`src/rtl/sram_cmd_ctrl.sv`:
```
// 23LC-style SPI SRAM command decoder and byte-wide memory array.
// Decodes command/address/data frames from the SPI shift stage and serves read data back to it.
module sram_cmd_ctrl #(
    parameter int unsigned ADDR_W = 8
) (
    input  logic       clk,
    input  logic       rst_n,
    input  logic       cs_n,
    input  logic       rx_valid,
    input  logic [7:0] rx_byte,
    input  logic       tx_req,
    output logic [7:0] tx_byte,
    output logic [2:0] spi_opcode,
    output logic       busy,
    output logic       illegal_cmd
);

    localparam int unsigned ADDR_BYTES = (ADDR_W + 7) / 8;
    localparam int unsigned DEPTH      = 2 ** ADDR_W;
    localparam logic [ADDR_W-1:0] ADDR_ONE  = ADDR_W'(1);
    localparam logic [1:0]        ABYTE_LAST = 2'(ADDR_BYTES - 1);

    typedef enum logic [2:0] {
        S_IDLE,
        S_CMD,
        S_ADDR,
        S_WDATA,
        S_RDATA,
        S_IGNORE
    } state_e;

    state_e            state_q;
    logic [ADDR_W-1:0] addr_q;
    logic [1:0]        abyte_q;
    logic              is_read_q;
    logic              fetch_first_q;
    logic [7:0]        tx_byte_q;
    logic [2:0]        opcode_q;
    logic              illegal_q;
    logic [7:0]        mem_q [DEPTH];

    logic [ADDR_W+7:0] addr_cat_d;
    logic [ADDR_W-1:0] addr_shift_d;
    logic              wr_en_d;
    logic              fetch_d;

    // Big-endian shift; bits above ADDR_W fall off the top.
    assign addr_cat_d   = {addr_q, rx_byte};
    assign addr_shift_d = addr_cat_d[ADDR_W-1:0];
    assign wr_en_d      = rst_n && !cs_n && rx_valid && (state_q == S_WDATA);
    // Entry fetch and a coincident tx_req collapse into a single fetch.
    assign fetch_d      = !cs_n && (state_q == S_RDATA) && (fetch_first_q || tx_req);

    always_ff @(posedge clk) begin
        if (wr_en_d) begin
            mem_q[addr_q] <= rx_byte;
        end
    end

    always_ff @(posedge clk) begin
        if (!rst_n) begin
            state_q       <= S_IDLE;
            addr_q        <= '0;
            abyte_q       <= '0;
            is_read_q     <= 1'b0;
            fetch_first_q <= 1'b0;
            tx_byte_q     <= '0;
            opcode_q      <= 3'b000;
            illegal_q     <= 1'b0;
        end else begin
            illegal_q <= 1'b0;
            if (cs_n) begin
                state_q       <= S_IDLE;
                opcode_q      <= 3'b000;
                fetch_first_q <= 1'b0;
            end else begin
                case (state_q)
                    S_IDLE: begin
                        state_q  <= S_CMD;
                        opcode_q <= 3'b010;
                    end
                    S_CMD: begin
                        if (rx_valid) begin
                            if (rx_byte == 8'h02 || rx_byte == 8'h03) begin
                                state_q   <= S_ADDR;
                                is_read_q <= (rx_byte == 8'h03);
                                abyte_q   <= '0;
                            end else begin
                                state_q   <= S_IGNORE;
                                opcode_q  <= 3'b000;
                                illegal_q <= 1'b1;
                            end
                        end
                    end
                    S_ADDR: begin
                        if (rx_valid) begin
                            addr_q <= addr_shift_d;
                            if (abyte_q == ABYTE_LAST) begin
                                if (is_read_q) begin
                                    state_q       <= S_RDATA;
                                    opcode_q      <= 3'b011;
                                    fetch_first_q <= 1'b1;
                                end else begin
                                    state_q <= S_WDATA;
                                end
                            end else begin
                                abyte_q <= abyte_q + 2'd1;
                            end
                        end
                    end
                    S_WDATA: begin
                        if (rx_valid) begin
                            addr_q <= addr_q + ADDR_ONE;
                        end
                    end
                    S_RDATA: begin
                        if (fetch_d) begin
                            tx_byte_q     <= mem_q[addr_q];
                            addr_q        <= addr_q + ADDR_ONE;
                            fetch_first_q <= 1'b0;
                        end
                    end
                    default: begin
                    end
                endcase
            end
        end
    end

    assign tx_byte     = tx_byte_q;
    assign spi_opcode  = opcode_q;
    assign busy        = (state_q != S_IDLE);
    assign illegal_cmd = illegal_q;

endmodule

```
`config.mk`:
```
export PLATFORM = sky130hd
export DESIGN_NAME = sram_cmd_ctrl
export DESIGN_NICKNAME = d
export VERILOG_FILES = /design/src/rtl/sram_cmd_ctrl.sv
export SDC_FILE = /design/constraint.sdc
export NUM_CORES = 2
export LEC_CHECK = 0
export ABC_CLOCK_PERIOD_IN_PS = 4800
export BUFFER_PORTS_ARGS = -buffer_cell sky130_fd_sc_hd__buf_2
export CORE_ASPECT_RATIO = 0.8
export CORE_UTILIZATION = 35
export DETAILED_ROUTE_END_ITERATION = 6
export PLACE_DENSITY = 0.54
export SLEW_MARGIN = 10
export SYNTH_ARGS = -nofsm -noshare
export SYNTH_HDL_FRONTEND = slang
export SYNTH_SLANG_ARGS = --single-unit
```
`constraint.sdc`:
```
create_clock -name clk -period 4.8 [get_ports clk]
set_input_delay 0 -clock clk [delete_from_list [all_inputs] [get_ports clk]]
set_output_delay 0 -clock clk [all_outputs]
set_load 0.005 [all_outputs]
```
# [Yosys cells after proc, flatten, opt, wreduce, memory -nomap -nowiden]
# Memory sizes are Yosys's and may differ from the RTL's. A register that Yosys moved wholly into a read port is not among the register bits.
# Cells that the tools add are included.
[classes] reduce_logical=25 order_cmp=0 mux=29 shifts=0 div_mod_pow=0 mul=0 n_bitwise=4 n_addsub=2 n_eq_ne=15
[op_table] operator="two-way mux 3 bit" n=10
[op_table] operator="two-way mux 8 bit" n=3
[op_table] operator="case mux 8 bit (3 select lines)" n=1
[op_table] operator="!= test 2 bit, second input constant" n=9
[op_table] operator="case mux 3 bit (3 select lines)" n=2
[op_table] operator="== test 8 x 2 -> 1 bit, second input constant" n=2
[op_table] operator="AND reduction 6 bit" n=2
[op_table] operator="AND reduction 5 bit" n=2
[op_table] operator="nonzero test 3 bit" n=3
[op_table] operator="adder 8 x 1 -> 8 bit, second input constant" n=1
[op_table] operator="two-way mux 2 bit" n=4
[op_table] operator="AND reduction 4 bit" n=2
[op_table] operator="two-way mux 1 bit" n=7
[op_table] operator="== test 3 x 2 -> 1 bit, second input constant" n=2
[op_table] operator="logical AND 1 bit" n=5
[op_table] operator="NOT 1 bit" n=4
[op_table] operator="case mux 2 bit (2 select lines)" n=1
[op_table] operator="nonzero test 2 bit" n=2
[op_table] operator="OR reduction 4 bit" n=1
[op_table] operator="== test 3 x 1 -> 1 bit, second input constant" n=1
[op_table] operator="== test 3 bit, second input constant" n=1
[op_table] operator="logical NOT 3 bit" n=1
[op_table] operator="AND reduction 3 bit" n=1
[op_table] operator="adder 2 x 1 -> 2 bit, second input constant" n=1
[op_table] operator="other kinds (5)" n=7
[totals] rom_bits=0 n_memories=1 word_cells=83 ff_bits=19 ramBits=2048 in_bits=13 latchBits=0 output_inout_bits=13
[mem_list] name="mem_q" depth=256 width=8 read_ports=1 rd_ports_with_merged_regs=1 write_ports=1 line="40" source="logic [7:0] mem_q [DEPTH];"

# [Logic depth before layout (Yosys ltp)]
[logic_depth] ltp_word=6 depth_mapped=13 mapped_depth_nobuf=9

# [Least setup slack after synthesis]
# No wires, ideal clock.
[synth_timing] kind="register to register" from="register addr_q[0]" to="memory mem_q[116][0] (enable)" period_less_slack_ps=2997 stages_incl_launch_ff=12 n_path_buf=7 arrival_ps=2627 setup_time_ps=371 required_ps=4429 slack_ps=1803 cell_sequence="dfxtp_1 -> buf_4 -> buf_6 -> buf_4 -> inv_2 -> buf_2 -> buf_2 -> buf_2 -> ha_1 -> nand3_1 -> clkbuf_1 -> nor2_1"
[synth_rtl] element="from (decl)" line="33" source="logic [ADDR_W-1:0] addr_q;"
[synth_rtl] element="from (signal assigned)" line="97" source="addr_q <= addr_shift_d;"
[synth_rtl] element="from (signal assigned)" line="113" source="addr_q <= addr_q + ADDR_ONE;"
[synth_rtl] element="from (signal assigned)" line="119" source="addr_q <= addr_q + ADDR_ONE;"
[synth_rtl] element="to (decl)" line="40"
# Straight into the memory's write port.

==> impl_metrics.toml <==
[status]
outcome = "finished clean"

[yosys]
postSynth.asyncResetShare_pct = 0
netlist_area_um2 = 80930
syn_avg_cell_area_um2 = 20.34
synthCells = 3978
synth_fp_nets = 3996
yosysWarnings = 0
synth_edf_count = 2048
synth-seq-area-share_pct = 76.64
synthFlopType = "edfxtp_1"
yosysTopAreaCellShare_pct = 75.99
ys_top_cells_by_area = "edfxtp_1, mux4_2, mux2i_1, nor2_1, a22oi_1"
synth_cell_types = 70
yosysMostFrequentCell = "edfxtp_1"
synth_largest_area_cell = "edfxtp_1"
synthTopCellsByCount = "edfxtp_1, mux4_2, nor2_1"
ys_ff_latch = 2074

[clocking]
hold_buffers = 15
clockBufferDepth = 4
clock_latency_ns = 0.86
postCtsSetupBuffers = 0
clk_pin_slew_ns = 0.07
clock-sinks = 2074
cts_root_buf = "clkbuf_16"
cts_resized = 0
htree_levels = 4
cts_tree = "built"
cts-buffers-inserted = 202

[cells_and_area]
drive_gt1_share_pct = 23.33
final_util_pct = 40.06
layout.nets = 4237
synthToLayoutAreaGrowth_pct = 13.48

[global_routing]
grt_pass1_vias = 40915
grt_remaining_overflow = 0
grt_pass1_wl_um = 327400
grt_max_degree = 195
antenna_found_initial = 8
grtUsageTotal_pct = 19.80

[setup_path]
worst_setup_path_start_kind = "flip-flop"
path_buf_inv = 2
cpPeakStageDelay_ns = 0.90
arrival_ns = 4.96
crit_slowest_cell = "a211oi_1"
worst_path_dominant_cell_family = "compound AO/OA/AOI/OAI gates"
end_kind = "flip-flop"
critical_path_class = "flip-flop to flip-flop"
cp_max_fo = 21
cp_cell_sequence = "buf_4, buf_4, mux4_2, a22oi_1, nand4_1, a211oi_1, nor2_1, a211o_1"
cp.required_ns = 5.53
path_common_cell = "buf_4"

[detailed_routing]
vias_per_cell = 5.661
num_vias = 41844
drtPass1Iterations = 6
wirelength_um = 233300
route.detailed.drc = 0
ant_nets = 0
wl_per_cell_um = 31.56
first_iter_violations = 5901

[sta]
hold_violations = 0
finalClockSkew_ns = 0.06598
timing.final.crit_period_ns = 4.234
fin_setup_tns_ns = 0
fin_crit_sh_pct = 88.20
drv_slew = 0
slew_headroom_pct = 25.29
tightest_slew_ns = 1.117
rsz0062_at_grt = "no"
fmaxAchievable_ghz = 0.2362
setup_viol = 0

[placed_design]
port_buffers = 24
gp_congestion = 0.8568
place_hpwl_um = 144700

[floorplanning]
core-area_um2 = 229200
initial_core_util_pct = 35.30
die_w_um = 539.6
dieArea_um2 = 233200
io_pins = 26
num_rows = 157
die_h_um = 432.1

[hold_path]
hp-class = "primary input to flip-flop"

[power]
ir_drop_uv = 291.4
p_leak_nw = 27.34
power_density_nw_per_um2 = 388.4

[job]
drv_cap = 0
kinds of logic after synthesis:
kind of cell / Yosys count / share of synthesized area, %
flops: 2074 / 76.64
buf+inv: 257 / 1.844
fa+ha+maj: 5 / 0.07731
compound gates: 390 / 3.312
simple gates: 649 / 3.590
mux: 602 / 14.53
other cells: 1 / 0.004634
path summary, 6_finish.rpt:
kind | startpoint | endpoint | slack (ns) | cells past startpoint
min | tx_req | addr_q[7]$_SDFFE_PN0P_ | 0.11 | 5
max reg2reg | addr_q[0]$_SDFFE_PN0P_ | tx_byte[5]$_SDFFE_PN0P_ | 0.57 | 8
min reg2reg | abyte_q[1]$_SDFFE_PN0P_ | abyte_q[1]$_SDFFE_PN0P_ | 0.47 | 2
max | addr_q[0]$_SDFFE_PN0P_ | tx_byte[5]$_SDFFE_PN0P_ | 0.57 | 8
metrics by stage:
step / cell area, um2 / std cells / hold WS [ns] / setup slack, ns / power [mW]
floorplan: 80930 / 3978 / 0.09887 / 1.803 / 20.65
global placement: 85770 / 7021 / 0.3526 / 0.7312 / 21.19
detailed placement: 85770 / 7021 / 0.3514 / 0.7396 / 21.21
CTS: 91830 / 7389 / 0.01111 / 0.6833 / 35.90
global route: 91830 / 7389 / 0.1295 / 0.5434 / 36.60
finish: 91830 / 7391 / 0.1099 / 0.5662 / 35.67
layer usage:
layer  up-vias  wire length [um]  global-route usage (%)
li1      16997                 -                       -
met1     22518            105400                   30.38
met2      2015            100600                   28.65
met3       312             22300                   4.307
met4         2              5030                   4.282
met5         -                13                       0
registers in the layout, summed over array words and instances (netlist names):
signal         flops
abyte_q            2
addr_q             8
fetch_first_q      1
illegal_cmd        1
is_read_q          1
mem_q           2048
spi_opcode         2
state_q            3
tx_byte            8
power breakdown:
group	switching, mW	internal [mW]	total, mW
combinational	0.664	0.249	0.913
sequential	0.0298	19.9	19.9
clock	6.78	8.05	14.8
total	7.48	28.2	35.7
tightest hold or removal path, delay by kind of cell:
family	cells	cell delay, ns
buffers and inverters	1	0.08
AO/OA/AOI/OAI	2	0.62
AND/OR/NAND/NOR	2	0.20
area by class of cell:
cell class | instances | area (um2)
fill | 20314 | 137400
sequential | 2074 | 62040
multi-input combinational | 1647 | 17570
clock buffer | 250 | 5256
tap | 3021 | 3780
timing repair buffer | 283 | 2489
clock inverter | 103 | 653.1
inverter | 11 | 42.54
antenna | 2 | 5.005
cells in the final DEF (no fill, tap or decap), types with 13 or more instances in the layout:
cell / count
edfxtp_1: 2048
mux4_2: 443
nor2_1: 333
buf_4: 219
clkbuf_16: 203
mux2i_1: 137
nand2_1: 112
a22oi_1: 111
clkinv_1: 55
nand3_1: 54
o22ai_1: 54
o21ai_0: 53
a21oi_1: 49
clkbuf_1: 47
clkinv_2: 32
buf_12: 25
nor3_1: 20
dfxtp_1: 19
a211oi_1: 18
nand3_2: 16
nand4_1: 16
nor4_1: 16
a31oi_1: 16
buf_2: 16
dlygate4sd3_1: 15
and3_1: 14
o221ai_1: 14
nand2b_1: 13
No activity file was read; power rests on OpenSTA's default activity.
